<file path="config.mk">
export PLATFORM = sky130hd
export DESIGN_NAME = idu_queue
export DESIGN_NICKNAME = d
export VERILOG_FILES = /design/src/rtl/idu_queue.sv
export SDC_FILE = /design/constraint.sdc
export NUM_CORES = 1
export LEC_CHECK = 0
export ABC_CLOCK_PERIOD_IN_PS = 3940
export CAP_MARGIN = 15
export CORE_MARGIN = 2
export CORE_UTILIZATION = 30
export CTS_BUF_LIST = sky130_fd_sc_hd__clkbuf_4
export CTS_CLUSTER_DIAMETER = 60
export CTS_CLUSTER_SIZE = 30
export DETAILED_ROUTE_END_ITERATION = 8
export PLACE_DENSITY_LB_ADDON = 0.2
export SYNTH_ARGS = -nofsm -noshare
export SYNTH_HDL_FRONTEND = slang
export SYNTH_SLANG_ARGS = --single-unit
</file>
<file path="constraint.sdc">
create_clock -name clk -period 3.94 [get_ports clk]
set_clock_uncertainty 0.2 [all_clocks]
set_input_delay 0.788 -clock clk [delete_from_list [all_inputs] [get_ports clk]]
set_output_delay 0.788 -clock clk [all_outputs]
set_load 0.005 [all_outputs]
</file>
<file path="src/rtl/idu_queue.sv">
// Instruction decode queue: a DEPTH-entry {pc, instr} FIFO whose head is decoded
// combinationally and captured into one registered output stage.
module idu_queue #(
  parameter int XLEN  = 64,
  parameter int DEPTH = 4
) (
  input  logic                       clk,
  input  logic                       rst_n,
  input  logic                       flush,
  input  logic                       in_valid,
  output logic                       in_ready,
  input  logic [XLEN-1:0]            in_pc,
  input  logic [31:0]                in_instr,
  output logic                       out_valid,
  input  logic                       out_ready,
  output logic [XLEN-1:0]            out_pc,
  output logic [XLEN-1:0]            out_imm,
  output logic [4:0]                 out_rs1,
  output logic [4:0]                 out_rs2,
  output logic [4:0]                 out_rd,
  output logic [2:0]                 out_func3,
  output logic                       out_rs1_en,
  output logic                       out_rs2_en,
  output logic                       out_rd_wen,
  output logic                       out_op2_is_imm,
  output logic                       out_word,
  output logic                       out_illegal,
  output logic [6:0]                 out_class,
  output logic [$clog2(DEPTH+1)-1:0] count
);

  localparam int PW   = $clog2(DEPTH);
  localparam int CW   = $clog2(DEPTH+1);
  localparam bit IS32 = (XLEN == 32);

  localparam logic [6:0] CLS_ALU    = 7'b0000001;
  localparam logic [6:0] CLS_LOAD   = 7'b0000010;
  localparam logic [6:0] CLS_STORE  = 7'b0000100;
  localparam logic [6:0] CLS_BRANCH = 7'b0001000;
  localparam logic [6:0] CLS_JUMP   = 7'b0010000;
  localparam logic [6:0] CLS_CSR    = 7'b0100000;
  localparam logic [6:0] CLS_SYS    = 7'b1000000;

  logic [XLEN-1:0] pc_mem_r    [DEPTH];
  logic [31:0]     instr_mem_r [DEPTH];
  logic [PW-1:0]   wr_ptr_r;
  logic [PW-1:0]   rd_ptr_r;

  logic        push_s;
  logic        pop_s;
  logic [31:0] h_s;
  logic [2:0]  f3_s;
  logic [6:0]  f7_s;
  logic [63:0] imm_s;
  logic [6:0]  cls_s;
  logic        ill_s;
  logic        rs1_en_s;
  logic        rs2_en_s;
  logic        wen_s;
  logic        op2_imm_s;
  logic        word_s;
  logic        f7_bad_s;

  assign in_ready = (count < CW'(DEPTH)) & ~flush;
  assign push_s   = in_valid & in_ready;
  // The output stage refills whenever it is empty or being consumed this edge.
  assign pop_s    = (count != CW'(0)) & (~out_valid | out_ready) & ~flush;

  assign h_s      = instr_mem_r[rd_ptr_r];
  assign f3_s     = h_s[14:12];
  assign f7_s     = h_s[31:25];
  assign f7_bad_s = (f7_s != 7'b0000000) & (f7_s != 7'b0100000);

  // FIFO storage write port; contents need no reset.
  always_ff @(posedge clk) begin
    if (push_s) begin
      pc_mem_r[wr_ptr_r]    <= in_pc;
      instr_mem_r[wr_ptr_r] <= in_instr;
    end
  end

  // Head decode: raw per-opcode attributes; illegal and rd==0 masking applied below.
  always_comb begin
    imm_s     = 64'd0;
    cls_s     = 7'd0;
    ill_s     = 1'b0;
    rs1_en_s  = 1'b0;
    rs2_en_s  = 1'b0;
    wen_s     = 1'b0;
    op2_imm_s = 1'b0;
    word_s    = 1'b0;
    if (h_s[1:0] != 2'b11) begin
      ill_s = 1'b1;
    end else begin
      case (h_s[6:0])
        7'b0110111, 7'b0010111: begin
          cls_s = CLS_ALU; imm_s = {{32{h_s[31]}}, h_s[31:12], 12'd0};
          op2_imm_s = 1'b1; wen_s = 1'b1;
        end
        7'b1101111: begin
          cls_s = CLS_JUMP; op2_imm_s = 1'b1; wen_s = 1'b1;
          imm_s = {{43{h_s[31]}}, h_s[31], h_s[19:12], h_s[20], h_s[30:21], 1'b0};
        end
        7'b1100111: begin
          cls_s = CLS_JUMP; imm_s = {{52{h_s[31]}}, h_s[31:20]};
          rs1_en_s = 1'b1; op2_imm_s = 1'b1; wen_s = 1'b1;
        end
        7'b1100011: begin
          cls_s = CLS_BRANCH; rs1_en_s = 1'b1; rs2_en_s = 1'b1;
          imm_s = {{51{h_s[31]}}, h_s[31], h_s[7], h_s[30:25], h_s[11:8], 1'b0};
        end
        7'b0000011: begin
          ill_s = IS32 & ((f3_s == 3'b011) | (f3_s == 3'b110));
          cls_s = CLS_LOAD; imm_s = {{52{h_s[31]}}, h_s[31:20]};
          rs1_en_s = 1'b1; op2_imm_s = 1'b1; wen_s = 1'b1;
        end
        7'b0100011: begin
          ill_s = IS32 & (f3_s == 3'b011);
          cls_s = CLS_STORE; imm_s = {{52{h_s[31]}}, h_s[31:25], h_s[11:7]};
          rs1_en_s = 1'b1; rs2_en_s = 1'b1; op2_imm_s = 1'b1;
        end
        7'b0010011: begin
          // RV32 has only 5-bit shift amounts, so shamt[5] set is illegal there.
          ill_s = IS32 & (f3_s[1:0] == 2'b01) & h_s[25];
          cls_s = CLS_ALU; imm_s = {{52{h_s[31]}}, h_s[31:20]};
          rs1_en_s = 1'b1; op2_imm_s = 1'b1; wen_s = 1'b1;
        end
        7'b0011011: begin
          ill_s = IS32;
          cls_s = CLS_ALU; imm_s = {{52{h_s[31]}}, h_s[31:20]};
          rs1_en_s = 1'b1; op2_imm_s = 1'b1; wen_s = 1'b1; word_s = 1'b1;
        end
        7'b0110011: begin
          ill_s = f7_bad_s;
          cls_s = CLS_ALU; rs1_en_s = 1'b1; rs2_en_s = 1'b1; wen_s = 1'b1;
        end
        7'b0111011: begin
          ill_s = IS32 | f7_bad_s;
          cls_s = CLS_ALU; rs1_en_s = 1'b1; rs2_en_s = 1'b1; wen_s = 1'b1; word_s = 1'b1;
        end
        7'b0001111: begin
          cls_s = CLS_SYS;
        end
        7'b1110011: begin
          if (f3_s == 3'b000) begin
            cls_s = CLS_SYS;
          end else if (f3_s[2]) begin
            cls_s = CLS_CSR; wen_s = 1'b1; imm_s = {59'd0, h_s[19:15]};
          end else begin
            cls_s = CLS_CSR; wen_s = 1'b1; rs1_en_s = 1'b1;
          end
        end
        default: begin
          ill_s = 1'b1;
        end
      endcase
    end
  end

  // Queue pointers, occupancy and output-valid control.
  always_ff @(posedge clk or negedge rst_n) begin
    if (!rst_n) begin
      wr_ptr_r  <= '0;
      rd_ptr_r  <= '0;
      count     <= '0;
      out_valid <= 1'b0;
    end else if (flush) begin
      wr_ptr_r  <= '0;
      rd_ptr_r  <= '0;
      count     <= '0;
      out_valid <= 1'b0;
    end else begin
      if (push_s) begin
        wr_ptr_r <= wr_ptr_r + PW'(1);
      end else begin
        wr_ptr_r <= wr_ptr_r;
      end
      if (pop_s) begin
        rd_ptr_r <= rd_ptr_r + PW'(1);
      end else begin
        rd_ptr_r <= rd_ptr_r;
      end
      count <= count + CW'(push_s) - CW'(pop_s);
      if (pop_s) begin
        out_valid <= 1'b1;
      end else if (out_ready) begin
        out_valid <= 1'b0;
      end else begin
        out_valid <= out_valid;
      end
    end
  end

  // Registered decode outputs; only reloaded on a pop so they hold under stall.
  always_ff @(posedge clk or negedge rst_n) begin
    if (!rst_n) begin
      out_pc         <= '0;
      out_imm        <= '0;
      out_rs1        <= 5'd0;
      out_rs2        <= 5'd0;
      out_rd         <= 5'd0;
      out_func3      <= 3'd0;
      out_rs1_en     <= 1'b0;
      out_rs2_en     <= 1'b0;
      out_rd_wen     <= 1'b0;
      out_op2_is_imm <= 1'b0;
      out_word       <= 1'b0;
      out_illegal    <= 1'b0;
      out_class      <= 7'd0;
    end else if (pop_s) begin
      out_pc         <= pc_mem_r[rd_ptr_r];
      out_imm        <= ill_s ? '0 : imm_s[XLEN-1:0];
      out_rs1        <= h_s[19:15];
      out_rs2        <= h_s[24:20];
      out_rd         <= h_s[11:7];
      out_func3      <= f3_s;
      out_rs1_en     <= ~ill_s & rs1_en_s;
      out_rs2_en     <= ~ill_s & rs2_en_s;
      out_rd_wen     <= ~ill_s & wen_s & (h_s[11:7] != 5'd0);
      out_op2_is_imm <= ~ill_s & op2_imm_s;
      out_word       <= ~ill_s & word_s;
      out_illegal    <= ill_s;
      out_class      <= ill_s ? 7'd0 : cls_s;
    end else begin
      out_pc         <= out_pc;
      out_imm        <= out_imm;
      out_rs1        <= out_rs1;
      out_rs2        <= out_rs2;
      out_rd         <= out_rd;
      out_func3      <= out_func3;
      out_rs1_en     <= out_rs1_en;
      out_rs2_en     <= out_rs2_en;
      out_rd_wen     <= out_rd_wen;
      out_op2_is_imm <= out_op2_is_imm;
      out_word       <= out_word;
      out_illegal    <= out_illegal;
      out_class      <= out_class;
    end
  end

endmodule

</file>
==> results of run 1 <==
## layout by cell type (no fill, tap or decap), types with 13 or more instances in the layout
| master | Yosys | layout |
|---|---|---|
| a22o_1 | 23 | 23 |
| buf_4 | 32 | 16 |
| clkbuf_4 | 0 | 48 |
| clkdlybuf4s50_1 | 0 | 263 |
| dfrtp_1 | 135 | 133 |
| edfxtp_1 | 384 | 384 |
| inv_1 | 17 | 16 |
| mux4_2 | 95 | 95 |
| nand2_1 | 247 | 247 |
| nor2_1 | 18 | 18 |
| o21ai_0 | 13 | 13 |
| o22ai_1 | 13 | 13 |
## final cells by class
class	count	area share
Antenna cell	4	0.000411
Clock buffer	48	0.0148
Clock inverter	34	0.0201
Inverter	17	0.00267
Multi-Input combinational cell	523	0.183
Sequential cell	519	0.612
Tap cell	864	0.0444
Timing Repair Buffer	291	0.122
## sequential cells by signal, summed over array words and instances (netlist names), 2 cells and up
signal,cells
rd_ptr_r,2
out_func3,3
pc_mem_r,256
out_pc,64
out_class,7
out_rs1,5
out_rs2,5
wr_ptr_r,2
count,3
instr_mem_r,128
out_rd,5
out_imm,32
## logic make-up after synthesis
family	share of synthesized area
flip-flops	0.748
AND/OR/NAND/NOR	0.0675
buffers and inverters	0.0285
multiplexers	0.109
AO/OA/AOI/OAI	0.0396
adder cells (fa/ha/maj)	0.00477
XOR/XNOR	0.00220
## worst max path at each step
stage                           start          end  cells after the start
after floorplan                 flush     count[2]                     11
after global placement      out_ready     count[2]                     11
after detailed placement  rd_ptr_r[0]  out_imm[29]                      5
after CTS                 out_imm[62]  out_imm[55]                      1
after global routing      out_imm[62]  out_imm[34]                      1
final                     out_imm[62]  out_imm[37]                      1
## cells in the mapped netlist (4+ instances only)
master	number	area share
edfxtp_1	384	0.58
nand2_1	247	0.047
dfrtp_1	135	0.17
mux4_2	95	0.11
buf_4	32	0.012
clkbuf_1	26	0.0049
a22o_1	23	0.010
nor2_1	18	0.0034
inv_1	17	0.0032
buf_2	15	0.0038
o21ai_0	13	0.0033
o22ai_1	13	0.0041
a221o_1	12	0.0060
buf_1	12	0.0023
nor2b_1	8	0.0025
a22oi_1	6	0.0023
ha_1	6	0.0038
nor3_1	6	0.0015
and3_1	5	0.0016
nand3_1	5	0.0013
a32o_1	4	0.0020
and2_0	4	0.0013
buf_6	4	0.0023
## per-layer routing
metal  share of wire  GRT usage  vias up
li1                -          -     4862
met1            0.42      0.175     5429
met2            0.51      0.246      257
met3           0.061     0.0360       67
met4           0.016     0.0298       10
met5          0.0012          0        -
## power by group through the flow
stage	clock network (mW)	logic, mW	registers [mW]
3_5_place_dp	0	4.42	7.15
3_3_place_gp	0	4.39	7.14
2_1_floorplan	0	2.42	7.03
4_1_cts	3.30	4.42	7.03
5_1_grt	3.49	4.75	7.10
6_report	3.15	4.29	7.01
## repair_timing
action	4_1_cts	5_1_grt
buffers inserted	0	0
hold buffers	1	0
endpoints found under the hold margin	118	0
setup endpoints to repair	0	0
==> metrics.md, run 1 <==
| Metric | Value |
|---|---|
| Register area share after synthesis | 0.748 |
| Vias in the first global route | about 11000 |
| Final min period | 3.42 ns |
| Worst path slowest cell | dfrtp_1 |
| Num rows | 94 |
| CTS resizes | 0 |
| TNS Setup | 0 ns |
| Final ANT Viol Nets | 0 |
| Io pins | between 200 and 300 |
| CTS buffer count | 44 |
| CP cell instances | clkdlybuf4s50_1 |
| Post-Syn Nets | about 1300 |
| Period utilization | 0.867 |
| CORE AREA | roughly 66000 um2 |
| Worst Path Buf+Inv | 1 |
| Gr usage total | 0.140 |
| RSZ-0062 raised after global routing | no |
| Layout Utilization | 0.371 |
| Power density over the cells | 593 nW/um2 |
| LEAKAGE | 8.51 nW |
| Synth Area per Inst | around 17 um2 |
| Final Max Slew Viols | 0 |
| Critical Path Max Stage Delay | 0.93 ns |
| Peak supply drop | 0.344 mV |
| Via count | about 11000 |
| Slew margin rel. | 0.395 |
| Max Freq | ~290 MHz |
| Multi-input gate area | ~4500 um2 |
| Data arrival time of the worst path | ~2.4 ns |
| CTS HTree Levels | 2 |
| Dpl cells | 2213 |
| Antenna violations before repair | 11 |
| Dpl ws | 0.719 ns |
| EDFF count, synth | 384 |
| TritonCTS clock tree | yes |
| Detailed-placement wirelength estimate | just under 30 mm |
| Combinational Power Share | 0.297 |
| Reg2reg setup slack | 0.71 ns |
| Worst R2R End | out_imm[20] |
| Netlist Area Pre-Place | between 15000 and 20000 um2 |
| Vias per cell | 4.62 |
| Synth warn | 0 |
| Switching part of the total power | 0.324 |
| Final Hold Fails | 0 |
| Share of cells above drive strength 1 | 0.155 |
| Initial Util | 0.303 |
| CP top delay family | flip-flops |
| Most common flop cell mapped by yosys | edfxtp_1 |
| Measured slew at the worst slew-check pin | 0.907 ns |
| Reg-to-Reg Start | rd_ptr_r[0] |
| Netlist cell types | 59 |
| Reg2Reg Depth | 5 |
| Crit Path Class | reg2out |
| Root Driver | clkbuf_4 |
| Flop pwr share | 0.485 |
| # fillers | 6168 |
| # nets final | 1504 |
| Clock power share | 0.218 |
| Die X | 262 um |
| Post-route DRC violation count | 0 |
| Grt ovf | 0 |
| Final WL | between 40 and 50 mm |
| Largest net degree at the start of global routing | about 140 |
| Asr flop ratio synth | 0.260 |
| CTS clk-pin slew, worst paths | 0.21 ns |
| Port Buffers | 264 |
| Final WS setup | 0.523 ns |
| DRT iter0 DRCs | 505 |
| Worst-case clock buffer depth | 3 |
| Worst-path fanout max | 34 |
| Non-Filler Instances | 2300 |
| WL per Instance | 21.0 um |
| DRT Pass-1 Iters | 5 |
| Placed cell area | 23500 um2 |
| Die Footprint | 68500 um2 |
| Worst setup EP type | output port |
| Status | completed |
| Design Power | 14.4 mW |
| Gate Count Post-Synth | about 1100 |
| MaxCap Viol Count | 0 |
| Sw power | 4.68 mW |
| Synth Register Bits | about 520 |
| Die span in y | about 260 um |
| Data required, critical path | 2.95 ns |
| Crit start category | flop |
| Worst-Skew Late Latency | slightly below 0.9 ns |
| Pint | 9.77 mW |
| Final setup fails | 0 |
| Register area | 14900 um2 |
| Hold crit path type | in2async |
| CTS Sinks | 519 |
| WHS | 0.141 ns |
| Area grow syn2layout | 22.3% |
| Cell area after layout | 24400 um2 |
| Gpl congestion | roughly 0.76 |
| First-pass GRT wire length | 71.5 mm |
No activity file was read; power rests on OpenSTA's default activity.
==> run 2: changes to the inputs <==
Settings changed: GPL_ROUTABILITY_DRIVEN set to 0, HOLD_SLACK_MARGIN set to 0.12.
==> run 2 against run 1 <==
  * Die area stayed put
  * Sequential share of layout area decreased by 0.075 points
  * Register-to-register slack hardly changed
  * Cell count is essentially flat
  * First-iteration DRC count up 3.8%
  * Clock-buffer cell count unchanged
  * Clock power barely moved
  * Core utilization about the same
  * Global-route usage about the same
  * Worst setup slack worse by 0.011 ns
  * Critical endpoint unchanged
  * Largest power group unchanged
==> metrics.md, run 2 (same netlist as run 1, synthesis figures left out) <==
| Metric | Value |
|---|---|
| MaxCap Viol Count | 0 |
| CTS buffer count | 44 |
| CTS clk-pin slew, worst paths | 0.17 ns |
| Grt ovf | 0 |
| CTS HTree Levels | 2 |
| Area grow syn2layout | 22.5% |
| Final setup fails | 0 |
| Worst path slowest cell | dfrtp_1 |
| Measured slew at the worst slew-check pin | 0.908 ns |
| # nets final | 1506 |
| Multi-input gate area | 4470 um2 |
| Share of cells above drive strength 1 | 0.156 |
| Io pins | 265 |
| Num rows | 94 |
| Worst-Skew Late Latency | 0.89 ns |
| First-pass GRT wire length | approximately 72 mm |
| Period utilization | 0.870 |
| WHS | 0.295 ns |
| Final WL | 48.4 mm |
| TritonCTS clock tree | yes |
| Hold crit path type | reg2reg |
| Switching part of the total power | 0.324 |
| Port Buffers | 264 |
| DRT Pass-1 Iters | 4 |
| # fillers | 6162 |
| Critical Path Max Stage Delay | 0.94 ns |
| Most frequent cells in the layout | 384 x edfxtp_1, 263 x clkdlybuf4s50_1, 247 x nand2_1, 133 x dfrtp_1, 95 x mux4_2 |
| Largest net degree at the start of global routing | 137 |
| CP top delay family | flip-flops |
| Combinational Power Share | 0.298 |
| Largest register FFs | 256 |
| Largest register by flop count | pc_mem_r |
| CTS Sinks | just over 500 |
| Data required, critical path | 2.95 ns |
| Die X | roughly 260 um |
| Initial Util | 0.303 |
| Root Driver | clkbuf_4 |
| Vias in the first global route | 11125 |
| Post-route DRC violation count | 0 |
| Slew margin rel. | 0.395 |
| Data arrival time of the worst path | 2.44 ns |
| Pint | between 9 and 10 mW |
| Flop pwr share | 0.484 |
| Status | completed |
| Register area | 14900 um2 |
| Final min period | 3.43 ns |
| Final ANT Viol Nets | 0 |
| TNS Setup | 0 ns |
| Detailed-placement wirelength estimate | 29.4 mm |
| Crit Path Class | reg2out |
| Peak supply drop | between 0.3 and 0.4 mV |
| Die Footprint | 68500 um2 |
| CORE AREA | 65700 um2 |
| Worst setup EP type | output port |
| Final Hold Fails | 0 |
| Crit start category | flop |
| Worst-path fanout max | 34 |
| Worst-case clock buffer depth | 3 |
| Gr usage total | 0.141 |
| Power density over the cells | 593 nW/um2 |
| CP cell instances | clkdlybuf4s50_1 |
| Sw power | roughly 4.7 mW |
| Vias per cell | about 4.6 |
| RSZ-0062 raised after global routing | no |
| WL per Instance | ~21 um |
| Die span in y | about 260 um |
| Antenna violations before repair | 11 |
| Final Max Slew Viols | 0 |
| Max Freq | 292 MHz |
| Most common library cell in the layout ignoring fill and taps | edfxtp_1 |
| Clock power share | 0.218 |
| Via count | 10619 |
| Largest registers | pc_mem_r x256, instr_mem_r x128, out_pc x64 |
| Setup Buffers After CTS | 0 |
| DRT iter0 DRCs | 524 |
| LEAKAGE | 8.53 nW |
| Worst Path Buf+Inv | 1 |
-- run 2: cell count changes in the layout (fill, tap and decap cells not counted) --
cell           previous run  this run
buf_12                   10        11
dlygate4sd3_1             1         2
-- run 2: repair_timing --
item / 4_1_cts / 5_1_grt
hold buffers: 3 / 0
endpoints found under the setup margin: 0 / 0
hold endpoints to repair: 135 / 0
resized for setup: 0 / 0
-- run 2: power by group through the flow --
| stage | sequential [mW] | clock, mW | combinational (mW) |
|---|---|---|---|
| 2_1_floorplan | 7.03 | 0 | 2.42 |
| 3_3_place_gp | 7.14 | 0 | 4.39 |
| 3_5_place_dp | 7.15 | 0 | 4.42 |
| 4_1_cts | 7.03 | 3.30 | 4.43 |
| 5_1_grt | 7.10 | 3.49 | 4.76 |
| 6_report | 7.01 | 3.15 | 4.30 |
-- run 2: cell type report --
class	count	area share
inverters	17	0.00267
clock inverters	34	0.0201
clock buffers	48	0.0148
well taps	864	0.0443
diodes	4	0.000410
repair buffers	293	0.123
multi-input cells	523	0.183
flip-flops and latches	519	0.611
-- run 2: metrics by stage --
stage / worst slack (ns) / power (mW) / instances / utilization / area [um2]
after floorplan: 0.782 / 9.46 / 1148 / - / 19900
after global placement: 0.763 / 11.5 / 2213 / 0.357 / 23500
after detailed placement: 0.719 / 11.6 / 2213 / 0.357 / 23500
after CTS: 0.336 / 14.8 / 2298 / 0.371 / 24400
after global routing: 0.239 / 15.3 / 2301 / 0.371 / 24400
final: 0.512 / 14.5 / 2302 / 0.371 / 24400
-- run 2: layer usage --
layer | share of wire | vias to the layer above | track usage
li1 | - | 4861 | -
met2 | 0.51 | 255 | 0.246
met1 | 0.41 | 5425 | 0.177
met3 | 0.062 | 68 | 0.0357
met4 | 0.016 | 10 | 0.0298
met5 | 0.0011 | - | 0
-- run 2: final timing paths --
kind,end,startpoint,slack (ns),cells after the start
worst max-delay path,out_imm[37],out_imm[62],0.51,1
worst min-delay path,out_pc[26],out_pc[26],0.29,2
worst max register to register,out_imm[23],rd_ptr_r[0],0.71,5
min in group asynchronous,out_pc[26],rst_n,0.70,3
worst min register to register,out_pc[26],out_pc[26],0.29,2
max in group asynchronous,out_rd[4],rst_n,2.10,4
==> run 3: changes to the inputs <==
Settings changed: ABC_CLOCK_PERIOD_IN_PS 3940 to 2800, CTS_CLUSTER_SIZE 30 to 8, SETUP_SLACK_MARGIN set to 0.4.
Clock period 3.94 ns to 2.8 ns, I/O delays scaled along.
==> run 3 against run 2 <==
  * Global-route usage is 1.2 points higher
  * Combinational power increased by 67%
  * Non-clock buffer count up 202
  * Register-to-register slack worse by 0.69 ns
  * First-iteration DRC count rose by 16%
  * Cell count grew 11%
  * Total power increased by 52%
  * Critical path type is now reg2reg
==> metrics.md, run 3 (same netlist as run 1, synthesis figures left out) <==
| Metric | Value |
|---|---|
| Status | completed |
| Peak supply drop | ~0.41 mV |
| CTS Sinks | around 520 |
| # nets final | 1740 |
| Levels on crit path | 7 |
| Die span in y | 262 um |
| Most common library cell in the layout ignoring fill and taps | edfxtp_1 |
| Reg2Reg Depth | 7 |
| CP cell instances | mux4_2 -> or3_1 -> a21o_1 -> a2111oi_4 -> buf_4 -> buf_4 -> a221o_1 |
| Measured slew at the worst slew-check pin | between 0.6 and 0.7 ns |
| Gr usage total | 0.152 |
| LEAKAGE | about 10 nW |
| Final WL | 51.8 mm |
| Power density over the cells | 820 nW/um2 |
| Most frequent cells in the layout | 384 x edfxtp_1, 247 x nand2_1, 132 x dfrtp_1, 131 x clkbuf_4, 120 x dlygate4sd2_1 |
| DRT Pass-1 Iters | 5 |
| First-pass GRT wire length | 78.1 mm |
| Vias per cell | 4.58 |
| Final min period | 2.78 ns |
| MaxCap Viol Count | 0 |
| Die X | 262 um |
| Share of cells above drive strength 1 | 0.284 |
| CP most frequent cell | buf_4 |
| Final setup fails | 0 |
| # fillers | 6081 |
| Largest registers | pc_mem_r x256, instr_mem_r x128, out_pc x64 |
| Final ANT Viol Nets | 0 |
| Largest register by flop count | pc_mem_r |
| Worst-path fanout max | 7 |
| Grt ovf | 0 |
| Combinational Power Share | 0.328 |
| Register area | 14900 um2 |
| Clock power share | 0.225 |
| Worst-Skew Late Latency | 0.79 ns |
| Worst-case clock buffer depth | 3 |
| WHS | 0.225 ns |
| Via count | 11728 |
| CTS HTree Levels | 3 |
| Crit start category | flop |
| Crit Path Class | reg2reg |
| Vias in the first global route | roughly 13000 |
| Die Footprint | between 60000 and 70000 um2 |
| RSZ-0062 raised after global routing | yes |
| Max Freq | 360 MHz |
| Final Hold Fails | 0 |
| TNS Setup | 0 ns |
| Largest register FFs | 256 |
| Detailed-placement wirelength estimate | 30.9 mm |
| CTS clk-pin slew, worst paths | 0.10 ns |
| Worst Path Buf+Inv | 2 |
| Critical Path Max Stage Delay | 0.61 ns |
| Port Buffers | 264 |
| TritonCTS clock tree | yes |
| CORE AREA | 65700 um2 |
| Final Max Slew Viols | 0 |
| CTS buffer count | 76 |
| Worst setup EP type | flop |
| Period utilization | 0.993 |
| Area grow syn2layout | 34.3% |
| Io pins | 265 |
| Root Driver | clkbuf_4 |
| Pint | roughly 15 mW |
| Sw power | around 6.8 mW |
| Hold crit path type | in2reg |
| Worst hold path cell count | 1 |
| Largest net degree at the start of global routing | approximately 70 |
| WL per Instance | 20.2 um |
| Data required, critical path | approximately 3.3 ns |
| Slew margin rel. | 0.545 |
| Initial Util | 0.303 |
| Antenna violations before repair | 5 |
| Num rows | 94 |
| Worst path slowest cell | mux4_2 |
| DRT iter0 DRCs | 610 |
| Post-route DRC violation count | 0 |
| Data arrival time of the worst path | 3.31 ns |
| CP top delay family | compound AO/OA/AOI/OAI gates |
| Flop pwr share | 0.446 |
| Switching part of the total power | 0.309 |
| Multi-input gate area | 4690 um2 |
[run 3: changes by cell type in the layout (fill, tap and decap cells not counted), sizes merged]
cell	delta
clkbuf	+84
clkinvlp	-3
clkdlybuf4s15	+9
clkdlybuf4s50	-164
diode	-1
clkinv	-12
dlygate4sd2	+120
bufinv	-2
buf	+167
inv	-9
dlygate4sd3	+69
[run 3: area by class of cell]
cell class                      count  share of cell area
Sequential cell                   519               0.558
Antenna cell                        3            0.000281
Multi-Input combinational cell    523               0.175
Timing Repair Buffer              495               0.184
Clock inverter                      8             0.00327
Clock buffer                      131              0.0368
Inverter                           17             0.00248
Tap cell                          864              0.0404
[run 3: final timing paths]
| kind | startpoint | to | slack [ns] |
|---|---|---|---|
| worst max-delay path | rd_ptr_r[0] | out_imm[20] | 0.02 |
| worst min-delay path | in_pc[12] | pc_mem_r[3][12] | 0.23 |
| worst max register to register | rd_ptr_r[0] | out_imm[20] | 0.02 |
| worst min register to register | out_pc[26] | out_pc[26] | 0.28 |
| max in group asynchronous | rst_n | out_pc[59] | 1.02 |
| min in group asynchronous | rst_n | out_imm[62] | 0.68 |
[run 3: repair_timing]
action | in CTS | in global routing
endpoints found under the hold margin | 391 | 0
hold buffers | 71 | 0
gates resized for setup | 347 | 37
buffers inserted | 73 | 9
endpoints found under the setup margin | 280 | 152
pin swaps | 23 | 10
cloned | 4 | 1
[run 3: worst reg2reg max path, stage by stage, from the launching register on]
cell,delay [ns]
dfrtp_4,0.52
mux4_2,0.62
or3_1,0.40
a21o_1,0.20
a2111oi_4,0.34
buf_4,0.19
buf_4,0.16
a221o_1,0.11
[run 3: per-stage QoR]
| stage | setup WS, ns | cell area (um2) | util | power [mW] | cells |
|---|---|---|---|---|---|
| after global placement | -0.145 | 24000 | 0.365 | 16.6 | 2260 |
| after detailed placement | -0.145 | 24000 | 0.365 | 16.7 | 2260 |
| after floorplan | 0.298 | 20000 | - | 13.4 | 1148 |
| after global routing | -0.0781 | 26700 | 0.407 | 23.3 | 2560 |
| final | 0.0206 | 26700 | 0.407 | 21.9 | 2560 |
| after CTS | 0.0609 | 26500 | 0.403 | 22.1 | 2547 |
[run 3: power groups by stage]
stage	registers (mW)	logic [mW]	clock network (mW)
after global placement	9.99	6.65	0
after global routing	9.90	7.91	5.51
after detailed placement	9.99	6.71	0
after CTS	9.80	7.13	5.21
after floorplan	9.90	3.50	0
final	9.78	7.20	4.94
[run 3: metal layers]
metal,global-route usage,share of wire
met1,0.192,0.42
met2,0.257,0.49
met3,0.0375,0.063
met4,0.0519,0.022
met5,0,0.00042
